## src/rtl/mem_access_unit.sv

```systemverilog
// Memory-stage load/store unit.
// Accepts the registered M-stage access, issues one request at a time on a
// request/response data-memory port, formats store lanes/strobes and
// extends load data. The pipeline is held with stall_M while an access is
// in flight; misaligned or illegal accesses fault without touching memory.
module mem_access_unit #(
  parameter int ADDR_W = 32
) (
  input  logic              clk,
  input  logic              rst,
  input  logic              memRead_M,
  input  logic              memWrite_M,
  input  logic [2:0]        mode_M,
  input  logic [31:0]       alu_rsl_M,
  input  logic [31:0]       write_Data_M,
  output logic              stall_M,
  output logic [31:0]       load_data_M,
  output logic              load_valid_M,
  output logic              access_fault_M,
  output logic              mem_req,
  output logic              mem_we,
  output logic [ADDR_W-1:0] mem_addr,
  output logic [31:0]       mem_wdata,
  output logic [3:0]        mem_wstrb,
  input  logic              mem_ready,
  input  logic [31:0]       mem_rdata
);

  typedef enum logic [1:0] {
    IDLE = 2'd0,
    REQ  = 2'd1,
    DONE = 2'd2
  } state_t;

  state_t state, state_nxt;

  // Access attributes captured at issue and held for the whole transaction.
  logic [2:0] mode_p1;
  logic [1:0] off_p1;

  // Decode of the instruction currently presented in M.
  logic              access;
  logic              is_store;
  logic              mode_ok;
  logic              misalign;
  logic              legal;
  logic              fault_c;
  logic              issue;
  logic [ADDR_W-1:0] addr_aligned;

  // Replicate the store operand across every lane it may land in.
  function automatic logic [31:0] fmt_wdata(input logic [1:0] size,
                                            input logic [31:0] wd);
    logic [31:0] r;
    case (size)
      2'b00:   r = {4{wd[7:0]}};
      2'b01:   r = {2{wd[15:0]}};
      default: r = wd;
    endcase
    return r;
  endfunction

  // Byte enables for the addressed lane(s); offsets are already aligned.
  function automatic logic [3:0] fmt_wstrb(input logic [1:0] size,
                                           input logic [1:0] off);
    logic [3:0] r;
    case (size)
      2'b00:   r = 4'b0001 << off;
      2'b01:   r = 4'b0011 << off;
      default: r = 4'b1111;
    endcase
    return r;
  endfunction

  // Pick the addressed byte/half out of the read word and extend it.
  function automatic logic [31:0] fmt_load(input logic [2:0]  mode,
                                           input logic [1:0]  off,
                                           input logic [31:0] rdata);
    logic signed [7:0]  b;
    logic signed [15:0] h;
    logic [31:0]        r;
    case (off)
      2'd0:    b = rdata[7:0];
      2'd1:    b = rdata[15:8];
      2'd2:    b = rdata[23:16];
      default: b = rdata[31:24];
    endcase
    h = off[1] ? rdata[31:16] : rdata[15:0];
    case (mode)
      3'b000:  r = {{24{b[7]}}, b};
      3'b001:  r = {{16{h[15]}}, h};
      3'b100:  r = {24'd0, b};
      3'b101:  r = {16'd0, h};
      default: r = rdata;
    endcase
    return r;
  endfunction

  // Classify the M-stage access: store has priority, stores cannot use
  // the unsigned load encodings, and halves/words must be naturally aligned.
  always_comb begin
    access   = memRead_M | memWrite_M;
    is_store = memWrite_M;
    case (mode_M)
      3'b000, 3'b001, 3'b010: mode_ok = 1'b1;
      3'b100, 3'b101:         mode_ok = ~is_store;
      default:                mode_ok = 1'b0;
    endcase
    misalign = ((mode_M[1:0] == 2'b01) &  alu_rsl_M[0]) |
               ((mode_M[1:0] == 2'b10) & (alu_rsl_M[1:0] != 2'b00));
    legal    = access & mode_ok & ~misalign;
    fault_c  = access & ~legal;
  end

  // Word-aligned request address taken from the low ADDR_W address bits.
  always_comb begin
    addr_aligned      = ADDR_W'(alu_rsl_M);
    addr_aligned[1:0] = 2'b00;
  end

  // FSM state register.
  always_ff @(posedge clk) begin
    if (rst) state <= IDLE;
    else     state <= state_nxt;
  end

  // Next-state and per-cycle pipeline handshake outputs. Reset suppresses
  // every pulse so an interrupted load never reports completion.
  always_comb begin
    state_nxt      = state;
    stall_M        = 1'b0;
    load_valid_M   = 1'b0;
    access_fault_M = 1'b0;
    issue          = 1'b0;
    case (state)
      IDLE: begin
        if (legal) begin
          stall_M   = 1'b1;
          issue     = 1'b1;
          state_nxt = REQ;
        end else if (fault_c) begin
          access_fault_M = 1'b1;
        end
      end
      REQ: begin
        stall_M = 1'b1;
        if (mem_ready) state_nxt = DONE;
      end
      DONE: begin
        load_valid_M = ~mem_we;
        state_nxt    = IDLE;
      end
      default: state_nxt = IDLE;
    endcase
    if (rst) begin
      stall_M        = 1'b0;
      load_valid_M   = 1'b0;
      access_fault_M = 1'b0;
      issue          = 1'b0;
    end
  end

  // Request port registers: fields latch once at issue and stay frozen
  // through REQ; mem_req is a pure flop so mem_ready never reaches it.
  always_ff @(posedge clk) begin
    if (rst) begin
      mem_req   <= 1'b0;
      mem_we    <= 1'b0;
      mem_addr  <= '0;
      mem_wdata <= '0;
      mem_wstrb <= '0;
      mode_p1   <= '0;
      off_p1    <= '0;
    end else begin
      mem_req <= (state_nxt == REQ);
      if (issue) begin
        mem_we    <= is_store;
        mem_addr  <= addr_aligned;
        mem_wdata <= is_store ? fmt_wdata(mode_M[1:0], write_Data_M) : 32'd0;
        mem_wstrb <= is_store ? fmt_wstrb(mode_M[1:0], alu_rsl_M[1:0]) : 4'b0000;
        mode_p1   <= mode_M;
        off_p1    <= alu_rsl_M[1:0];
      end
    end
  end

  // ---- stage boundary: memory response -> formatted load result ----
  // Load result register; holds until the next load completes.
  always_ff @(posedge clk) begin
    if (rst) begin
      load_data_M <= '0;
    end else if ((state == REQ) && mem_ready && !mem_we) begin
      load_data_M <= fmt_load(mode_p1, off_p1, mem_rdata);
    end
  end

endmodule

```

## config.mk

```make
export PLATFORM = sky130hd
export DESIGN_NAME = mem_access_unit
export DESIGN_NICKNAME = d
export VERILOG_FILES = /design/src/rtl/mem_access_unit.sv
export SDC_FILE = /design/constraint.sdc
export NUM_CORES = 1
export LEC_CHECK = 0
export ABC_AREA = 0
export CORE_MARGIN = 2
export CORE_UTILIZATION = 35
export DETAILED_ROUTE_END_ITERATION = 12
export GPL_ROUTABILITY_DRIVEN = 0
export PLACE_DENSITY_LB_ADDON = 0.25
export SLEW_MARGIN = 20
export SYNTH_ARGS = -nofsm -noshare
export SYNTH_HDL_FRONTEND = slang
export SYNTH_SLANG_ARGS = --single-unit
export TNS_END_PERCENT = 100
```

## constraint.sdc

```tcl
create_clock -name clk -period 2.33 [get_ports clk]
set_input_delay 0.3495 -clock clk [delete_from_list [all_inputs] [get_ports clk]]
set_output_delay 0.3495 -clock clk [all_outputs]
set_load 0.02 [all_outputs]
```

==> reports/summary.txt, run 1 <==
final hold violations: 0
post-synthesis sequential area ratio: 0.464
Total GRT Usage: 0.220
hold crit path type: flip-flop to flip-flop
worst r2r src: mode_p1[0]
global-route wire length before repair: 24700 um
Power Total: 0.00439 W
CP peak stage delay: 0.54 ns
kind of critical path: input port to primary output
post-synthesis cell type count: 47
nets: 776
crit-path most repeated cell: nor2_1
placed cell count: 833
clock skew: 0.00694 ns
wire length per cell: 18.3 um
mux cell area share after synthesis: 0.0848
initial core utilization: 0.362
Async S/R FF share, synth: 0
Sum Neg Setup Slack: 0 ns
post-synthesis compound-gate area fraction: 0.278
Die Y: 119 um
area grow syn2layout: 57.1%
cell family with most CP delay: buffers and inverters
reported max-cap violation count: 0
VDD IR max: 0.000351 V
crit path cell chain: clkdlybuf4s50_1, nor2_1, or4_1, nor2_1, dlygate4sd2_1
core area: 12800 um2
largest net degree at the start of global routing: 59
Startpoint Class: input port
Slew headroom: 0.354
DR pass1 iterations: 4
Post-CTS Setup Repair Bufs: 0
# DRC: 0
Port Buffer Count: 206
CTS Root Cell: clkbuf_16
via count: 4542
worst-path fanout max: 4
share of post-route cells with drive strength above 1: 0.0827
crit path time final: 2.22 ns
vias in the first global route: 4646
prevailing post-synth register cell: dfxtp_1
Simple-Gate Fraction of Synth Area: 0.123
Worst R2R End: load_data_M[6]
Finished Layout Cells: 849
CTS Hold Bufs: 0
CTS tree: done
EDFF count, synth: 0
Mapped Cells: 469
Hold Path Stages: 2
clock slew at reported path FFs: 0.07 ns
max-slew violation count: 0
H-Tree Level Count: 3
worst skew pair latency: 0.35 ns
Final Cycle Share: 0.952
Post-Synthesis Cell Area: 4620 um2
Worst Path Buf+Inv: 2
routed wire length: 15500 um
Via density: 5.35
Power Dens Cells: 606 nW/um2
Seq cells post-synth: 107
Top Ports: 209
initial antenna violation count: 1
warnings from Yosys: 0
XOR/XNOR Fraction of Synth Area: 0
HP Start: load_data_M[3]
Rows: 41
Clock Sinks: 107
RSZ-0062 raised after global routing: false
status: completed
Worst-Margin Slew: 0.965 ns
Worst R2R Path Depth: 4
Setup-failing EPs final: 0
Adder-Cell Fraction of Synth Area: 0
Clock Tree Buf Depth: 2
static leakage: 2.69 nW
die width: 119 um
grt total ovfl: 0
Hold EP: load_data_M[3]
f_max: 451 MHz
largest family of logic cells by synthesized area: compound AO/OA/AOI/OAI gates
DRT iter0 DRCs: 383
R2R Setup Slk: 0.52 ns
Setup crit end kind: primary output
die area: 14100 um2
CP max stage cell: clkdlybuf4s50_1
Critical path origin: memWrite_M
Syn Area/Cell: 9.85 um2
# diodes: 0
dpl hpwl: 11500 um
worst endpoint data arrival time: 1.87 ns
Critical Path RT: 1.98 ns
ANT nets after route: 0
cts bufs inserted: 9
power breakdown:
group          internal, W  switching [W]
clock             0.000750       0.000691
combinational     0.000498       0.000470
sequential         0.00192      0.0000615
total              0.00317        0.00122
metal layers:
layer  wire length (um)  global-route usage  vias up
li1                   -                   -     2189
met1               6620               0.276     2133
met2               7020               0.344      199
met3               1610              0.0867       21
met4                288              0.0766        0
met5                  0                   0        -
worst register-to-register path, cell delays in order (launching register included):
cell	delay (ns)
dfxtp_1	0.43
nand2b_1	0.40
a21oi_1	0.52
o221ai_1	0.23
a21oi_1	0.17
repair_timing:
action | CTS | global route
endpoints found under the hold margin | 0 | 0
pin swaps | 0 | 0
setup endpoints to repair | 2 | 3
resized for setup | 2 | 4
sequential cells by signal, indices dropped and copies added (netlist names):
register and count:
mem_req 1, mem_addr 30, mode_p1 3, mem_wstrb 4
state 2, load_data_M 32, off_p1 2, mem_wdata 32
mem_we 1
cells by family (layout without fill, tap and decap cells):
group                  after synthesis  in the layout
AOI/OAI and AO/OA                  160            160
and+or+nand+nor                    111            111
DFF                                107            107
buffers and inverters               51            258
muxes                               39             39
other                                1              2
worst max-delay path by stage:
stage               cells after the start        endpoint  slack [ns]
floorplan                               6   mem_wdata[24]        0.47
global placement                        6         stall_M       -0.20
detailed placement                      6         stall_M       -0.25
CTS                                     6         stall_M        0.02
global route                            6  access_fault_M        0.03
finish                                  5  access_fault_M        0.11
placed cells by master, fill, tap and decap left out, types with 4 or more instances in the layout:
cell and instances:
a211oi_1 7, a21oi_1 12, a22o_1 52, a41oi_1 16, buf_12 4, buf_4 29, clkbuf_16 9, clkdlybuf4s50_1 203
clkinv_2 4, dfxtp_1 107, mux2i_1 38, nand2_1 35, nand3_1 24, nor2_1 9, nor2b_1 25, o211ai_1 16
o21ai_0 12, o221ai_1 7, o2bb2ai_1 19, o41ai_1 7
stage by stage:
step                      hold slack (ns)   util  setup WS [ns]  cell area (um2)
after global routing                0.485  0.568         0.0315             7260
after CTS                           0.458  0.568         0.0173             7250
after global placement              0.440  0.547         -0.197             6980
after floorplan                     0.475      -          0.475             4620
after detailed placement            0.446  0.547         -0.247             6980
final                               0.459  0.568          0.111             7260
cells in the mapped netlist (2+ instances only):
library cell / n / area [um2]
a211oi_1: 7 / 52.6
a21oi_1: 12 / 60.1
a22o_1: 52 / 455
a41oi_1: 16 / 140
buf_2: 13 / 65.1
buf_4: 2 / 15.0
buf_6: 2 / 22.5
clkbuf_1: 30 / 113
dfxtp_1: 107 / 2140
inv_1: 2 / 7.51
mux2i_1: 38 / 380
nand2_1: 35 / 131
nand2b_1: 3 / 18.8
nand3_1: 24 / 120
nand3b_1: 3 / 22.5
nor2_1: 10 / 37.5
nor2b_1: 25 / 156
nor3_1: 2 / 10.0
o211ai_1: 16 / 120
o21ai_0: 12 / 60.1
o221ai_1: 7 / 61.3
o2bb2ai_1: 19 / 166
o31a_1: 2 / 17.5
o41ai_1: 7 / 61.3
cell type report:
class,instances,area (um2)
Fill cell,1118,5520
Clock buffer,11,243
Inverter,3,11.3
Clock inverter,5,28.8
Multi-Input combinational cell,312,2260
Timing Repair Buffer,239,2360
Sequential cell,107,2140
Tap cell,172,215
No activity file was read; power rests on OpenSTA's default activity.
==> run 2: changes to the inputs <==
SKIP_CTS_REPAIR_TIMING = 1   (was default)
==> run 2 against run 1 <==
Compared with the run above:
- clock power barely moved
- routed wire length rose by 0.37%
- fmax fell by 0.11%
- first-iteration DRC count rose by 15%
- clock skew rose by 0.00069 ns
- count of clock-buffer cells in the layout did not move
- via count fell by 0.53%
- combinational power barely moved
- global-route usage did not move
- worst hold slack got worse by 0.00065 ns
- critical path type unchanged
- largest power group unchanged
==> reports/summary.txt, run 2 (synthesized netlist as in run 1, its figures left out) <==
crit path cell chain: clkdlybuf4s50_1, a221o_1, o31a_1, nor2_1, o21a_1, dlymetal6s2s_1
Startpoint Class: input port
Power Dens Cells: 605 nW/um2
CP max stage cell: clkdlybuf4s50_1
vias in the first global route: 4647
placed cell area: 6980 um2
Hold Path Stages: 2
kind of critical path: input port to primary output
H-Tree Level Count: 3
most frequent cells in the layout: clkdlybuf4s50_1, dfxtp_1, a22o_1, mux2i_1, nand2_1
Seq pwr share: 0.451
Setup crit end kind: primary output
status: completed
placed cell count: 833
final instance area: 7260 um2
Hold WS: 0.458 ns
static leakage: 2.72 nW
CTS tree: done
R2R Setup Slk: 0.51 ns
ANT nets after route: 0
CTS Root Cell: clkbuf_16
worst-path fanout max: 4
Largest regs: load_data_M x32, mem_wdata x32, mem_addr x30
Worst Path Buf+Inv: 2
Worst R2R Path Depth: 4
Clock power frac: 0.328
worst skew pair latency: 0.35 ns
Via density: 5.32
final hold violations: 0
RSZ-0062 raised after global routing: false
cell family with most CP delay: buffers and inverters
Worst-Margin Slew: 0.962 ns
crit path time final: 2.22 ns
f_max: 450 MHz
dpl hpwl: 11500 um
grt total ovfl: 0
Slew headroom: 0.357
Port Buffer Count: 206
worst endpoint data arrival time: 1.87 ns
Final Cycle Share: 0.953
Net Sw Frac: 0.279
# diodes: 0
commonest non-fill, non-tap cell in the layout: clkdlybuf4s50_1
initial antenna violation count: 1
nets: 776
Rows: 41
CP peak stage delay: 0.48 ns
largest net degree at the start of global routing: 59
hold crit path type: flip-flop to flip-flop
share of post-route cells with drive strength above 1: 0.0798
Setup-failing EPs final: 0
initial core utilization: 0.362
routed wire length: 15600 um
Critical Path RT: 1.98 ns
final core utilization: 0.569
Crit. path cell count: 6
Die Y: 119 um
Switch Pwr: 0.00122 W
die area: 14100 um2
Int Power: 0.00317 W
worst r2r src: mode_p1[0]
die width: 119 um
Top Ports: 209
HP Start: load_data_M[4]
global-route wire length before repair: 24700 um
core area: 12800 um2
Clock Tree Buf Depth: 2
clock skew: 0.00763 ns
Worst R2R End: load_data_M[6]
DR pass1 iterations: 6
Clock Sinks: 107
via count: 4518
cts bufs inserted: 9
clock slew at reported path FFs: 0.06 ns
Finished Layout Cells: 849
Combinational Power Share: 0.220
reported max-cap violation count: 0
Placement Setup Slack: -0.247 ns
area grow syn2layout: 57.2%
Total GRT Usage: 0.220
DRT iter0 DRCs: 442
wire length per cell: 18.4 um
VDD IR max: 0.000351 V
Hold EP: load_data_M[4]
final worst slack: 0.108 ns
# DRC: 0
max-slew violation count: 0
-- run 2: layer usage --
metal | routed length, um | track usage | part of all wire | vias to the layer above
li1 | - | - | - | 2190
met1 | 6800 | 0.277 | 0.44 | 2129
met2 | 7000 | 0.344 | 0.45 | 178
met3 | 1520 | 0.0867 | 0.097 | 21
met4 | 288 | 0.0766 | 0.018 | 0
met5 | 0 | 0 | 0 | -
-- run 2: metrics by stage --
stage / setup TNS [ns] / total power [W]
2_1_floorplan: 0 / 0.00248
3_3_place_gp: -4.79 / 0.00298
3_5_place_dp: -6.24 / 0.00299
4_1_cts: -0.415 / 0.00443
5_1_grt: 0 / 0.00457
6_report: 0 / 0.00440
-- run 2: worst max path at each step --
stage	start	end	slack [ns]
finish	mode_M[0]	stall_M	0.11
global route	mode_M[0]	stall_M	0.04
CTS	mode_M[0]	stall_M	-0.26
detailed placement	mode_M[0]	stall_M	-0.25
global placement	mode_M[0]	stall_M	-0.20
floorplan	alu_rsl_M[0]	mem_wdata[24]	0.47
-- run 2: cell type report --
type                            count  area (um2)
Sequential cell                   107        2140
Clock inverter                      5        28.8
Inverter                            3        11.3
Fill cell                        1116        5510
Timing Repair Buffer              239        2370
Tap cell                          172         215
Clock buffer                       11         243
Multi-Input combinational cell    312        2260
-- run 2: worst min-delay path, cell delays in order (launching register included) --
cell,delay (ns)
dfxtp_1,0.31
nand2_1,0.05
a21oi_1,0.05
-- run 2: power by group through the flow --
stage	combinational (W)	sequential, W	clock [W]
3_5_place_dp	0.000967	0.00202	0
3_3_place_gp	0.000956	0.00202	0
2_1_floorplan	0.000358	0.00212	0
4_1_cts	0.000971	0.00199	0.00147
5_1_grt	0.00103	0.00200	0.00154
6_report	0.000970	0.00198	0.00144
